===== src/rtl/c_join_4ph_if.sv =====
// Handshake/data bundle between parallel producers, the join and its consumer.
// master = producer/consumer side, slave = the join itself.
interface c_join_4ph_if #(
  parameter int NCH = 2,
  parameter int DW  = 8
);
  logic [NCH-1:0]    en_mask;
  logic [NCH-1:0]    in_req;
  logic [NCH*DW-1:0] in_data;
  logic [NCH-1:0]    in_ack;
  logic              out_req;
  logic [NCH*DW-1:0] out_data;
  logic              out_ack;

  modport master (
    output en_mask, in_req, in_data, out_ack,
    input  in_ack, out_req, out_data
  );

  modport slave (
    input  en_mask, in_req, in_data, out_ack,
    output in_ack, out_req, out_data
  );
endinterface


===== src/rtl/c_join_4ph.sv =====
// Clocked four-phase join: synchronous multi-input C-element with channel
// masking, data capture, sticky protocol-error flag and a transfer counter.
module c_join_4ph #(
  parameter int NCH = 2,
  parameter int DW  = 8,
  parameter int CW  = 16
) (
  input  logic          clk,
  input  logic          rst_n,
  c_join_4ph_if.slave   bus,
  input  logic          err_clr,
  output logic          err,
  output logic [CW-1:0] xfer_cnt
);

  typedef enum logic [1:0] {IDLE, REQ, ACK, RTZ} state_t;

  state_t            state_q, state_d;
  logic [NCH-1:0]    lmask_q, lmask_d;
  logic [NCH-1:0]    in_ack_q, in_ack_d;
  logic              out_req_q, out_req_d;
  logic [NCH*DW-1:0] data_q, data_d;
  logic [CW-1:0]     cnt_q, cnt_d;
  logic              err_q, err_d;
  logic              viol;
  logic [NCH*DW-1:0] lane_mask;

  // Expand the live channel enables to one bit per data bit.
  always_comb begin
    lane_mask = '0;
    for (int k = 0; k < NCH; k++) begin
      lane_mask[k*DW +: DW] = {DW{bus.en_mask[k]}};
    end
  end

  always_comb begin
    // NOTE: every output of this block gets a default first so no path leaves
    // a variable unassigned, which would otherwise infer a latch.
    state_d   = state_q;
    lmask_d   = lmask_q;
    in_ack_d  = in_ack_q;
    out_req_d = out_req_q;
    data_d    = data_q;
    cnt_d     = cnt_q;
    viol      = 1'b0;

    unique case (state_q)
      IDLE: begin
        // The mask is only latched here; the live enables decide the join.
        lmask_d = bus.en_mask;
        viol    = bus.out_ack & ~out_req_q;
        if ((|bus.en_mask) && (&(bus.in_req | ~bus.en_mask))) begin
          state_d   = REQ;
          out_req_d = 1'b1;
          data_d    = bus.in_data & lane_mask;
        end
      end
      REQ: begin
        viol = (|(lmask_q & ~bus.in_req)) | (bus.out_ack & ~out_req_q);
        if (bus.out_ack) begin
          state_d  = ACK;
          in_ack_d = lmask_q;
        end
      end
      ACK: begin
        if (!(|(bus.in_req & lmask_q))) begin
          state_d   = RTZ;
          out_req_d = 1'b0;
        end
      end
      RTZ: begin
        viol = |(bus.in_req & lmask_q);
        if (!bus.out_ack) begin
          state_d  = IDLE;
          in_ack_d = '0;
          cnt_d    = cnt_q + CW'(1);
        end
      end
      default: state_d = IDLE;
    endcase

    // A new violation outranks a coincident clear.
    if (viol)         err_d = 1'b1;
    else if (err_clr) err_d = 1'b0;
    else              err_d = err_q;
  end

  // NOTE: sequential state uses non-blocking assignments so every register
  // samples the pre-edge values regardless of statement order.
  always_ff @(posedge clk or negedge rst_n) begin
    if (!rst_n) begin
      state_q   <= IDLE;
      lmask_q   <= '0;
      in_ack_q  <= '0;
      out_req_q <= 1'b0;
      data_q    <= '0;
      cnt_q     <= '0;
      err_q     <= 1'b0;
    end else begin
      state_q   <= state_d;
      lmask_q   <= lmask_d;
      in_ack_q  <= in_ack_d;
      out_req_q <= out_req_d;
      data_q    <= data_d;
      cnt_q     <= cnt_d;
      err_q     <= err_d;
    end
  end

  assign bus.in_ack   = in_ack_q;
  assign bus.out_req  = out_req_q;
  assign bus.out_data = data_q;
  assign err          = err_q;
  assign xfer_cnt     = cnt_q;

endmodule

===== src/flat_wrapper.sv =====
// flat-port wrapper written by rule: the top's interface ports become plain ports
module c_join_4ph_flat 
#(
  parameter int NCH = 2,
  parameter int DW  = 8,
  parameter int CW  = 16
)
  (clk, rst_n, err_clr, err, xfer_cnt, bus_en_mask, bus_in_req, bus_in_data, bus_out_ack, bus_in_ack, bus_out_req, bus_out_data);
  c_join_4ph_if #(.NCH(NCH), .DW(DW)) bus_i ();
  input  logic clk;
  input  logic rst_n;
  input  logic err_clr;
  output logic err;
  output logic [CW-1:0] xfer_cnt;
  input wire logic [$bits(bus_i.en_mask)-1:0] bus_en_mask;
  input wire logic [$bits(bus_i.in_req)-1:0] bus_in_req;
  input wire logic [$bits(bus_i.in_data)-1:0] bus_in_data;
  input wire logic [$bits(bus_i.out_ack)-1:0] bus_out_ack;
  output wire logic [$bits(bus_i.in_ack)-1:0] bus_in_ack;
  output wire logic [$bits(bus_i.out_req)-1:0] bus_out_req;
  output wire logic [$bits(bus_i.out_data)-1:0] bus_out_data;
  assign bus_i.en_mask = bus_en_mask;
  assign bus_i.in_req = bus_in_req;
  assign bus_i.in_data = bus_in_data;
  assign bus_i.out_ack = bus_out_ack;
  assign bus_in_ack = bus_i.in_ack;
  assign bus_out_req = bus_i.out_req;
  assign bus_out_data = bus_i.out_data;
  c_join_4ph #(.NCH(NCH), .DW(DW), .CW(CW)) u_core (.clk(clk), .rst_n(rst_n), .bus(bus_i), .err_clr(err_clr), .err(err), .xfer_cnt(xfer_cnt));
endmodule

===== config.mk =====
export PLATFORM = sky130hd
export DESIGN_NAME = c_join_4ph_flat
export DESIGN_NICKNAME = d
export VERILOG_FILES = /design/src/rtl/c_join_4ph_if.sv /design/src/rtl/c_join_4ph.sv /design/src/flat_wrapper.sv
export SDC_FILE = /design/constraint.sdc
export NUM_CORES = 1
export LEC_CHECK = 0
export BUFFER_PORTS_ARGS = -buffer_cell sky130_fd_sc_hd__buf_2
export CAP_MARGIN = 20
export CORE_MARGIN = 1.5
export CORE_UTILIZATION = 30
export CTS_CLUSTER_DIAMETER = 150
export DETAILED_ROUTE_END_ITERATION = 8
export HOLD_SLACK_MARGIN = 0.06
export PLACE_DENSITY_LB_ADDON = 0.08
export SLEW_MARGIN = 0
export SYNTH_ARGS = -nofsm -noshare
export SYNTH_HDL_FRONTEND = slang
export SYNTH_SLANG_ARGS = --single-unit

===== constraint.sdc =====
create_clock -name clk -period 2.46 [get_ports clk]
set_clock_uncertainty 0.05 [all_clocks]
set_input_delay 0.615 -clock clk [delete_from_list [all_inputs] [get_ports clk]]
set_output_delay 0.615 -clock clk [all_outputs]
set_load 0.05 [all_outputs]

# After elaboration in Yosys (flattened, before gate mapping)
# Cells that the tools add are included.
[classes] n_addsub=1 eq_ne=7 n_mux=13 n_bitwise=10 n_reduce_logical=14
[op_table] operator="$add 16x1->16 const B" count=1
[op_table] operator="$and 16x16->16" count=1
[op_table] operator="$mux 2" count=5
[op_table] operator="$pmux 2 s4" count=1
[op_table] operator="$ne 2x2->1 const B" count=3
[op_table] operator="$reduce_and 2->1" count=3
[op_table] operator="$reduce_and 3->1" count=2
[op_table] operator="$reduce_bool 2->1" count=3
[op_table] operator="$reduce_or 2->1" count=3
[op_table] operator="$and 2x2->2" count=2
[op_table] operator="$eq 2x2->1 const B" count=2
[op_table] operator="$mux 1" count=4
[op_table] operator="$not 2->2" count=2
[op_table] operator="$pmux 2 s2" count=1
[op_table] operator="$reduce_and 4->1" count=1
[op_table] operator="$pmux 1 s3" count=1
[op_table] operator="$eq 2x1->1 const B" count=1
[op_table] operator="$logic_not 2->1" count=1
[op_table] operator="$ne 2x1->1 const B" count=1
[op_table] operator="$not 1->1" count=2
[op_table] operator="$or 2x2->2" count=1
[op_table] operator="$pmux 1 s2" count=1
[op_table] operator="$and 1x1->1" count=1
[op_table] operator="$logic_and 1x1->1" count=1
[op_table] operator="$or 1x1->1" count=1
[word_totals] regBits=40 elab_cells=52

# Logic depth before layout (Yosys ltp)
[logic_depth] depth_word=6 ltp_mapped=7 ltp_nobuf=6

# Least setup slack after synthesis
# Ideal clock, no wire load.
[synth_timing] path_kind="reg2reg" start="reg u_core.cnt_q[2], in the netlist u_core.xfer_cnt[2]" end="reg u_core.cnt_q[13], in the netlist u_core.xfer_cnt[13]" setup_ps=140 arrival_ps=1748 required_ps=2270 path_slack_ps=522 stages_incl_launch_ff=5 path_buffers=0 period_less_slack_ps=1938 path_cell_list="dfrtp_1 > and3_1 > nand3_4 > or4_4 > xnor2_2"
[synth_via] elab_chain_cells=1
[synth_rtl] element="start, declared" line_no="c_join_4ph.sv:23" source="logic [CW-1:0] cnt_q, cnt_d;"
[synth_rtl] element="start signal, assigned" line_no="c_join_4ph.sv:105" source="cnt_q <= cnt_d;"
[synth_rtl] element="$add 16x1->16" line_no="c_join_4ph.sv:76" source="cnt_d = cnt_q + CW'(1);"
# No other way between the ends.
# A chain may end at the register's enable or synchronous reset.

# Final worst setup path
[layout_timing] start="reg u_core.state_q[1]" end="reg u_core.cnt_q[13], in the netlist u_core.xfer_cnt[13]"
[layout_via] elab_chain_cells=2
[layout_rtl] element="start, declared" line_no="c_join_4ph.sv:18" source="state_t state_q, state_d;"
[layout_rtl] element="start signal, assigned" line_no="c_join_4ph.sv:100" source="state_q <= state_d;"
[layout_rtl] element="$eq 2x2->1" line_no="c_join_4ph.sv:47" source="unique case (state_q)"
[layout_rtl] element="$reduce_and 2->1 (no line)"
# No other way between the ends.

==> flow_summary.toml <==
[synth]
synthSimpleGateAreaFrac_pct = 16.7
synth_top_cell_by_area = "dfrtp_1"
synth_top_area_share_pct = 52.5
synthesis.nets = 216
synth.area.top_cells = "dfrtp_1 (52%), o21ai_0 (5.5%), nand3_1 (5.2%), ha_1 (4.6%), inv_1 (4.5%)"
synth_ff_type = "dfrtp_1"
synth-edff-count = 0
syn_area_per_cell_um2 = 10.3
synth_common_cells = "dfrtp_1 (40), inv_1 (23), o21ai_0 (21), nand3_1 (20), nand2_1 (11)"
synth.most_common_cell = "dfrtp_1"
ys_warn_count = 0
synth-compound-area-share_pct = 9.51
synth-async-reset-ratio_pct = 100
seq_area_frac_synth_pct = 52.5
ys_types = 36
synth_top_family_by_area = "simple AND/OR/NAND/NOR gates"
yosys.area_share.adder_pct = 4.59
synth_mux_area_share_pct = 2.82
synth_area_mm2 = 0.00191
synthXorXnorAreaFrac_pct = 7.28
synth_seq_cells = 40
syn_inst = 185

[routing]
drc_errors = 0
wl_per_cell_um = 13.1
first_pass_iters = 2
drtIter0Drc = 40
postRouteAntennaNets = 0
vias_per_cell = 4.55
routed_wl_um = 4250
vias = 1470

[clock_tree]
clk_latency_ps = 300
cts_max_path_buffers = 2
cts_sinks = 40
cts_root_buf = "clkbuf_8"
cts.clk_slew.worst_paths_ps = 80
cts_buffers = 5
cts_setup_buffers = 0
htree_levels = 2
cts_tree = "built"
hold_buffers = 0
cts-resized-gates = 0

[place]
dp.final_hpwl_um = 3160
io_buffers = 59
dp_cells = 315
gp_congestion = 0.727

[power_and_ir_drop]
ir_drop_uv = 586
cellPowerDensity_mw_per_mm2 = 1250
leakage_uw = 0.00121

[job]
maxCapViolCount = 0

[setup_path]
crit_path_end = "u_core.xfer_cnt[13]"
crit_fanout = 7
cp_num_cells = 5
cpPeakStageDelay_ps = 550
cp.buffers_inverters = 0
worstSetupEndpointType = "flop"
timing.rr.end = "u_core.xfer_cnt[13]"
path_cells = "ha_1, nor2b_4, nand3_4, or4_4, xnor2_2"
cp-start-kind = "flop"
critical_path_class = "flop to flop"
critical-path-top-delay-family = "simple AND/OR/NAND/NOR gates"
critPathSlowestCell = "or4_4"
crit_required_ps = 2590
rr_worst_depth = 5
startpoint = "u_core.state_q[1]"
r2r_start = "u_core.state_q[1]"
cp.arrival_ps = 2100
rrSetupSlack_ps = 490

[timing]
min_period_ps = 1970
setup_violations = 0
max_slew_margin_pct = 72.5
setup_tns_ps = 0
worst_pin_slew_ps = 408
fmax_mhz = 507
rsz0062_at_grt = "no"
timing.final.crit_share_pct = 80.1
timing.final.max_slew_violations = 0
hold_viol_final = 0

[final_layout]
layout.cells.non_filler = 323
area_growth_pct = 26.6
final_core_utilization_pct = 40.1
n_antenna_cell = 0
drive_above_1_share_pct = 32.7
nNetsFinal = 278

[floorplan]
die-height_um = 82.7
dieArea_mm2 = 0.00684
core_mm2 = 0.00603
die_x_um = 82.7
rows = 28
boundaryPins = 60
start_util_pct = 31.6

[global_routing]
grt_max_degree = 33
gr-total-overflow = 0
grt_usage_pct = 14.2
grt_pass1_wl_um = 7090
antenna_found_initial = 0
grt_pass1_vias = 1453

[status]
status = "completed"

[worst_hold_path]
hold_path.class = "primary input to async pin"
## where the power goes
group | total, µW | internal (µW) | switching, µW
clock network | 598 | 358 | 240
registers | 1030 | 867 | 166
logic | 1380 | 388 | 995
total | 3010 | 1610 | 1400
## how the worst min path moves through the flow
stage	startpoint	to	slack (ps)
2_1_floorplan	rst_n	u_core.bus.in_ack[0]	270
3_3_place_gp	u_core.xfer_cnt[15]	u_core.xfer_cnt[15]	420
3_5_place_dp	u_core.xfer_cnt[15]	u_core.xfer_cnt[15]	420
4_1_cts	rst_n	u_core.err	130
5_1_grt	rst_n	u_core.err	140
6_report	rst_n	u_core.state_q[0]	130
## through the flow
stage | total power (µW) | instance area [µm²] | setup slack, ps | hold slack (ps)
final | 3010 | 2410 | 489 | 128
after global routing | 3230 | 2410 | 311 | 137
after CTS | 3060 | 2410 | 466 | 133
after detailed placement | 2450 | 2290 | 491 | 418
after global placement | 2450 | 2290 | 508 | 419
after floorplan | 2100 | 1910 | 522 | 269
## layout make-up
type | instances | area, µm²
clock buffer | 7 | 96.3
inverter | 23 | 86.3
sequential | 40 | 1000
fill | 635 | 3610
timing repair buffer | 62 | 318
multi-input combinational | 115 | 790
tap | 75 | 93.8
clock inverter | 1 | 30.0
## per-layer routing
layer	routed length, µm	track usage, %
met1	1970	18.1
met3	256	4.95
met2	1950	22.1
met5	0	0
met4	63	5.00
## layout by cell type (no fill, tap or decap), drive strengths merged, types with 5 or more instances in the layout
| cell type | instances |
|---|---|
| buf | 62 |
| clkbuf | 7 |
| dfrtp | 40 |
| ha | 7 |
| inv | 23 |
| nand2 | 11 |
| nand3 | 21 |
| nor2 | 8 |
| o21ai | 22 |
| xnor2 | 10 |
| xor2 | 5 |
## registers in the layout (all words and copies together), names as in the netlist
| register | flops |
|---|---|
| u_core.bus.in_ack | 2 |
| u_core.state_q | 2 |
| u_core.bus.out_data | 16 |
| u_core.xfer_cnt | 16 |
| u_core.bus.out_req | 1 |
| u_core.lmask_q | 2 |
| u_core.err | 1 |
## cells by family after synthesis
family / after synthesis
and+or+nand+nor: 57
DFF: 40
AOI/OAI and AO/OA: 31
buffers and inverters: 30
xor gates and xnor gates: 15
adders and majority gates: 7
muxes: 5
Note: power is estimated with default switching activity, not from simulation.
